$ cat src/rtl/serial_subtractor20.sv
// Bit-serial subtractor: computes a - b - b_in one bit per clock, LSB first,
// and presents the difference, final borrow and signed overflow in a
// one-cycle done pulse. Results hold until the next completion or reset.
module serial_subtractor20 #(
  parameter int unsigned WIDTH = 20
) (
  input  logic             clk,
  input  logic             rst,
  input  logic             start,
  input  logic [WIDTH-1:0] a,
  input  logic [WIDTH-1:0] b,
  input  logic             b_in,
  output logic             busy,
  output logic             done,
  output logic [WIDTH-1:0] d,
  output logic             b_out,
  output logic             ovf
);

  localparam int unsigned      CNT_W    = $clog2(WIDTH + 1);
  localparam logic [CNT_W-1:0] LAST_BIT = CNT_W'(WIDTH - 1);

  typedef enum logic [1:0] {
    IDLE  = 2'd0,
    SHIFT = 2'd1,
    DONE  = 2'd2
  } state_e;

  state_e             state_q, state_d;
  logic [WIDTH-1:0]   a_sh_q, a_sh_d;
  logic [WIDTH-1:0]   b_sh_q, b_sh_d;
  logic [WIDTH-1:0]   res_q, res_d;
  logic [CNT_W-1:0]   cnt_q, cnt_d;
  logic               br_q, br_d;
  logic [WIDTH-1:0]   d_q, d_d;
  logic               b_out_q, b_out_d;
  logic               ovf_q, ovf_d;
  logic               busy_q, busy_d;
  logic               done_q, done_d;

  logic               ai_c;
  logic               bi_c;
  logic               diff_c;
  logic               borrow_c;

  // Full-subtractor cell on the current LSBs of the operand shifters
  always_comb begin
    ai_c     = a_sh_q[0];
    bi_c     = b_sh_q[0];
    diff_c   = ai_c ^ bi_c ^ br_q;
    borrow_c = (~ai_c & bi_c) | (~(ai_c ^ bi_c) & br_q);
  end

  // Next-state, datapath and registered-output logic
  always_comb begin
    state_d = state_q;
    a_sh_d  = a_sh_q;
    b_sh_d  = b_sh_q;
    res_d   = res_q;
    cnt_d   = cnt_q;
    br_d    = br_q;
    d_d     = d_q;
    b_out_d = b_out_q;
    ovf_d   = ovf_q;
    busy_d  = 1'b0;
    done_d  = 1'b0;

    case (state_q)
      IDLE: begin
        if (start) begin
          a_sh_d  = a;
          b_sh_d  = b;
          br_d    = b_in;
          cnt_d   = '0;
          res_d   = '0;
          state_d = SHIFT;
          busy_d  = 1'b1;
        end
      end

      SHIFT: begin
        a_sh_d = {1'b0, a_sh_q[WIDTH-1:1]};
        b_sh_d = {1'b0, b_sh_q[WIDTH-1:1]};
        res_d  = {diff_c, res_q[WIDTH-1:1]};
        br_d   = borrow_c;
        if (cnt_q == LAST_BIT) begin
          // br_q here is the borrow into the MSB; overflow is its XOR with borrow out
          state_d = DONE;
          done_d  = 1'b1;
          d_d     = {diff_c, res_q[WIDTH-1:1]};
          b_out_d = borrow_c;
          ovf_d   = br_q ^ borrow_c;
        end else begin
          cnt_d  = cnt_q + CNT_W'(1);
          busy_d = 1'b1;
        end
      end

      DONE: begin
        state_d = IDLE;
      end

      default: begin
        state_d = IDLE;
      end
    endcase
  end

  // State and datapath registers with asynchronous clear
  always_ff @(posedge clk or posedge rst) begin
    if (rst) begin
      state_q <= IDLE;
      a_sh_q  <= '0;
      b_sh_q  <= '0;
      res_q   <= '0;
      cnt_q   <= '0;
      br_q    <= 1'b0;
      d_q     <= '0;
      b_out_q <= 1'b0;
      ovf_q   <= 1'b0;
      busy_q  <= 1'b0;
      done_q  <= 1'b0;
    end else begin
      state_q <= state_d;
      a_sh_q  <= a_sh_d;
      b_sh_q  <= b_sh_d;
      res_q   <= res_d;
      cnt_q   <= cnt_d;
      br_q    <= br_d;
      d_q     <= d_d;
      b_out_q <= b_out_d;
      ovf_q   <= ovf_d;
      busy_q  <= busy_d;
      done_q  <= done_d;
    end
  end

  assign busy  = busy_q;
  assign done  = done_q;
  assign d     = d_q;
  assign b_out = b_out_q;
  assign ovf   = ovf_q;

endmodule
$ cat config.mk
export PLATFORM = sky130hd
export DESIGN_NAME = serial_subtractor20
export DESIGN_NICKNAME = d
export VERILOG_FILES = /design/src/rtl/serial_subtractor20.sv
export SDC_FILE = /design/constraint.sdc
export NUM_CORES = 1
export LEC_CHECK = 0
export CAP_MARGIN = 20
export CORE_UTILIZATION = 40
export DETAILED_ROUTE_END_ITERATION = 6
export DONT_BUFFER_PORTS = 1
export HOLD_SLACK_MARGIN = 0.15
export SETUP_SLACK_MARGIN = 0.2
export SYNTH_ARGS = -nofsm -noshare
export SYNTH_HDL_FRONTEND = slang
export SYNTH_SLANG_ARGS = --single-unit
$ cat constraint.sdc
create_clock -name clk -period 7.3 [get_ports clk]
set_input_delay 0.365 -clock clk [delete_from_list [all_inputs] [get_ports clk]]
set_output_delay 0.365 -clock clk [all_outputs]
set_load 0.005 [all_outputs]
* Word level (Yosys, flattened, before mapping) *
Index checks and enable logic that the tools add are counted.

word-level totals
  word-level logic and storage cells = 50
  bits in registers = 92
  output and inout port bits = 24

cells by class
  $add $sub $neg = 1
  bitwise logic cells = 8
  equal/unequal tests = 5
  reduce and logical (&&, ||, !) cells = 6
  mux-type cells = 19

operator list
  kind                                                 count
  one-hot mux 20 bit (2 select lines)                  3
  2-to-1 mux 20 bit                                    3
  2-to-1 mux 5 bit                                     2
  one-hot mux 5 bit (2 select lines)                   1
  != test 2 bit, second input constant                 3
  AND reduction 2 bit                                  3
  adder 5 x 1 -> 5 bit, second input constant          1
  equality test 5 bit, second input constant           1
  2-to-1 mux 1 bit                                     5
  2-to-1 mux 2 bit                                     2
  one-hot mux 1 bit (2 select lines)                   2
  one-hot mux 2 bit (2 select lines)                   1
  AND reduction 3 bit                                  1
  bitwise XOR 1 bit                                    3
  bitwise AND 1 bit                                    2
  equality test 2 x 1 -> 1 bit, second input constant  1
  zero test 2 bit                                      1
  inverter 1 bit                                       2
  nonzero test 2 bit                                   1
  bitwise OR 1 bit                                     1

* Logic depth before layout (Yosys ltp) *
  word-level depth = 5
  mapped depth = 6
  gate-level depth less buffers = 5

* Least setup slack after synthesis *
Ideal clock, no wire load.

  path kind = reg-to-reg
  start = register cnt_q[0]
  end = register d_q[10], in the netlist d[10]
  path buffers = 1
  cell stages (with the launch flop) = 7
  setup time = 0.125 ns
  arrival time = 1.464 ns
  data required time = 7.175 ns
  setup slack = 5.711 ns
  period minus slack after synthesis = 1.589 ns
  cells stage by stage = dfrtp_1 ha_1 and4bb_4 nand2_8 inv_4 buf_12 mux2_4

between the ends
  word-level cells in the longest chain between the ends = 2

ends and longest elaborated chain
  item                                  RTL line  text
  start: declaration                    33        logic [CNT_W-1:0] cnt_q, cnt_d;
  start signal: assignment              128       cnt_q <= cnt_d;
  equality test 5 bit                   86        if (cnt_q == LAST_BIT) begin
  AND reduction 2 bit (no source line)  n/a
  end signal: assignment                118       d_q <= '0;
  end signal: assignment                130       d_q <= d_d;
  end: declaration                      35        logic [WIDTH-1:0] d_q, d_d;

Every way passes these cells.
A chain may end at the register's enable or synchronous reset.

* Final worst setup path *
  start = register state_q[0]
  end = register a_sh_q[2]

between the ends
  word-level cells in the longest chain between the ends = 3
  elaborated cells between the ends (all ways) = 6
  those cells by class = eq/ne: 2; mux: 1; reduce/logical: 3

ends and longest elaborated chain
  item                                                                  RTL line  text
  start: declaration                                                    29        state_e state_q, state_d;
  start signal: assignment                                              124       state_q <= state_d;
  equality test 2 x 1 -> 1 bit or zero test 2 bit (tied branches)       68        case (state_q)
  nonzero test 2 bit (no source line) or != test 2 bit (tied branches)  n/a
  AND reduction 2 bit (no source line)                                  n/a
  end signal: assignment                                                125       a_sh_q <= a_sh_d;
  end: declaration                                                      30        logic [WIDTH-1:0] a_sh_q, a_sh_d;

Parallel ways exist; a longest one is shown, timed or not.

==> results.yml <==
setup_path:
  path_cells: "nor2b_4 > buf_4 > mux2i_1 > o21ai_0"
  worst_ep_required_time_ns: 7.50
  arrival_ns: 2.53
  crit_buf_inv: 1
  crit_family: "simple AND/OR/NAND/NOR gates"
  timing.setup.critical_path_class: "reg2reg"
  max_stage_delay_ns: 0.65
  critPathMaxFanout: 30
  crit_path_start_kind: "register"
  crit_cells: 4
  cp_slowest_cell: "nor2b_4"
  cp-end-kind: "register"
  rr_worst_depth: 4
timing:
  finClkSkew_ns: 0.0144
  finalSetupTns_ns: 0
  setup_slack_ns: 4.97
  finalSetupViolations: 0
  final_hold_viol_count: 0
  max_freq_mhz: 430
  drv_slew: 0
  rsz0062_at_grt: "false"
  fin_crit_ns: 2.33
  finalCritPeriodShare_pct: 31.9
  relSlewSlack_pct: 41.3
  worst_slew_pin_slew_ns: 0.880
floorplanning:
  dieArea_um2: 10200
  ios: 68
  fp.coreArea_um2: 9370
  rows: 35
  die_w_um: 101
  die_h_um: 101
  initial_core_util_pct: 42.0
power:
  ir_drop_uv: 150
  power_mw: 1.86
  cellPowerDensity_nw_per_um2: 440
  p_leak_nw: 2.01
synth:
  synth-edff-count: 0
  yosysUniqueCellTypes: 32
  synth_common_cells: "dfrtp_1 (91), nand2_1 (44), mux2i_1 (38), o21ai_0 (38)"
  ys_warn_count: 0
  seq_area_frac_synth_pct: 57.8
  synth_top_area_cell: "dfrtp_1"
  synth_area_per_cell_um2: 12.4
  synthArstFlopShare_pct: 100
  synth.most_common_cell: "dfrtp_1"
  ys_top_cells_by_area: "dfrtp_1 (58%), mux2i_1 (9.7%), mux2_4 (7.2%)"
  synth_cells: 317
  syn_area_um2: 3940
  ys.flop_type: "dfrtp_1"
  post-synth-top-area-fraction_pct: 57.8
  synth_seq_cells: 91
  synth_nets: 363
global_routing:
  antenna_found_initial: 0
  met2_usage_pct: 20.9
  grt_pass1_vias: 2281
  grt_overflow: 0
  grt.total_usage_pct: 14.6
  met3_usage_pct: 6.56
  grt_max_degree: 105
  grt.busiest_layer: "met2"
  grtUsageMet1_pct: 19.6
  grt_pass1_wl_mm: 11.5
place:
  gp_congestion: 0.691
  pre_cts_ws_ns: 5.00
  dp.cells: 427
  post-dp-hpwl_mm: 4.50
  io_buffers: 0
cts:
  cts_tree: "built"
  clk_latency_ns: 0.37
  ctsHoldBuffers: 1
  ctsRootBufferMaster: "clkbuf_8"
  cts_buffer_depth: 2
  post_cts_buffers: 0
  cts.sinks: 91
  numCtsBuffers: 9
  cts_resized: 0
  htree_levels: 3
  clk_transition_reported_paths_ns: 0.10
status:
  outcome: "finished clean"
drt:
  drc_errors: 0
  wire_per_inst_um: 15.4
  via_per_inst: 5.16
  ant_nets: 0
  num_vias: 2298
  drt_pre_antenna_iters: 4
  drtIter0Drc: 83
  drt_wl_total_mm: 6.84
layout:
  fin_util_pct: 45.1
  syn_to_final_growth_pct: 7.31
  layout.nets: 357
  diodes: 0
  drive_gt1_share_pct: 14.6
  fin_cells: 445
run:
  maxCapViolCount: 0
min_path:
  min_path_cells: 2
  holdCritPathClass: "in2reg"
[layer usage]
layer / vias up / wire (um)
met2: 51 / 3020
met3: 7 / 520
met4: 0 / 86
met5: - / 0
met1: 1134 / 3210
li1: 1106 / -
[layout make-up]
class,instances,area (um2)
Fill cell,886,5150
Sequential cell,91,2280
Multi-Input combinational cell,199,1510
Tap cell,129,161
Clock buffer,9,124
Clock inverter,7,67.6
Timing Repair Buffer,5,60.1
Inverter,5,23.8
[placed cells by master, fill, tap and decap left out, drive strengths merged]
cell type and count:
nand2 45, xor2 2, clkinvlp 1, clkbuf 9, fa 1, o21ai 45
dfrtp 91, mux2i 38, nor2b 4, a22o 19, nand3 7, a21o 1
dlygate4sd3 1, or3 1, and4bb 1, nor4b 1, buf 4, ha 1
inv 9, nand4bb 1, nand4b 1, o21bai 2, mux2 20, nand2b 1
o311ai 1, a211oi 1, nor3b 1, clkinv 2, a21oi 5
[path summary, 6_finish.rpt]
check	slack, ns	endpoint	from
hold / removal	0.19	a_sh_q[11]	a[11]
max in group asynchronous	6.11	b_sh_q[1]	rst
hold reg to reg	0.49	b_sh_q[11]	b_sh_q[11]
setup / recovery	4.97	a_sh_q[2]	state_q[0]
min in group asynchronous	0.35	d[10]	rst
setup reg to reg	4.97	a_sh_q[2]	state_q[0]
[where the power goes]
group	total (mW)	switching (mW)	internal, mW
logic	0.637	0.311	0.327
registers	0.888	0.162	0.726
clock network	0.332	0.199	0.133
total	1.86	0.671	1.19
[through the flow]
step | cell area (um2) | hold WS (ns)
6_report | 4230 | 0.185
5_1_grt | 4230 | 0.187
4_1_cts | 4200 | 0.179
3_5_place_dp | 4000 | 0.142
3_3_place_gp | 4000 | 0.140
2_1_floorplan | 3940 | 0.449
[sequential cells by signal, summed over array words and instances, names as in the netlist, 2 cells and up]
| name | count |
|---|---|
| res_q | 19 |
| a_sh_q | 20 |
| cnt_q | 5 |
| d | 20 |
| b_sh_q | 20 |
| state_q | 2 |
[worst register-to-register path, cell delays in order, from the launching register on]
cell and delay, ns:
dfrtp_1 0.60, nor2b_4 0.66, buf_4 0.55, mux2i_1 0.26
o21ai_0 0.10
[logic make-up (layout without fill, tap and decap cells)]
group | Yosys count | count (layout) | synth area share [%]
flip-flops | 91 | 91 | 57.8
AO/OA/AOI/OAI | 74 | 74 | 11.6
AND/OR/NAND/NOR | 63 | 63 | 7.88
multiplexers | 58 | 58 | 17.2
buffers and inverters | 27 | 26 | 4.26
adder cells (fa/ha/maj) | 2 | 2 | 0.826
XOR/XNOR | 2 | 2 | 0.445
Note: power is estimated with default switching activity, not from simulation.
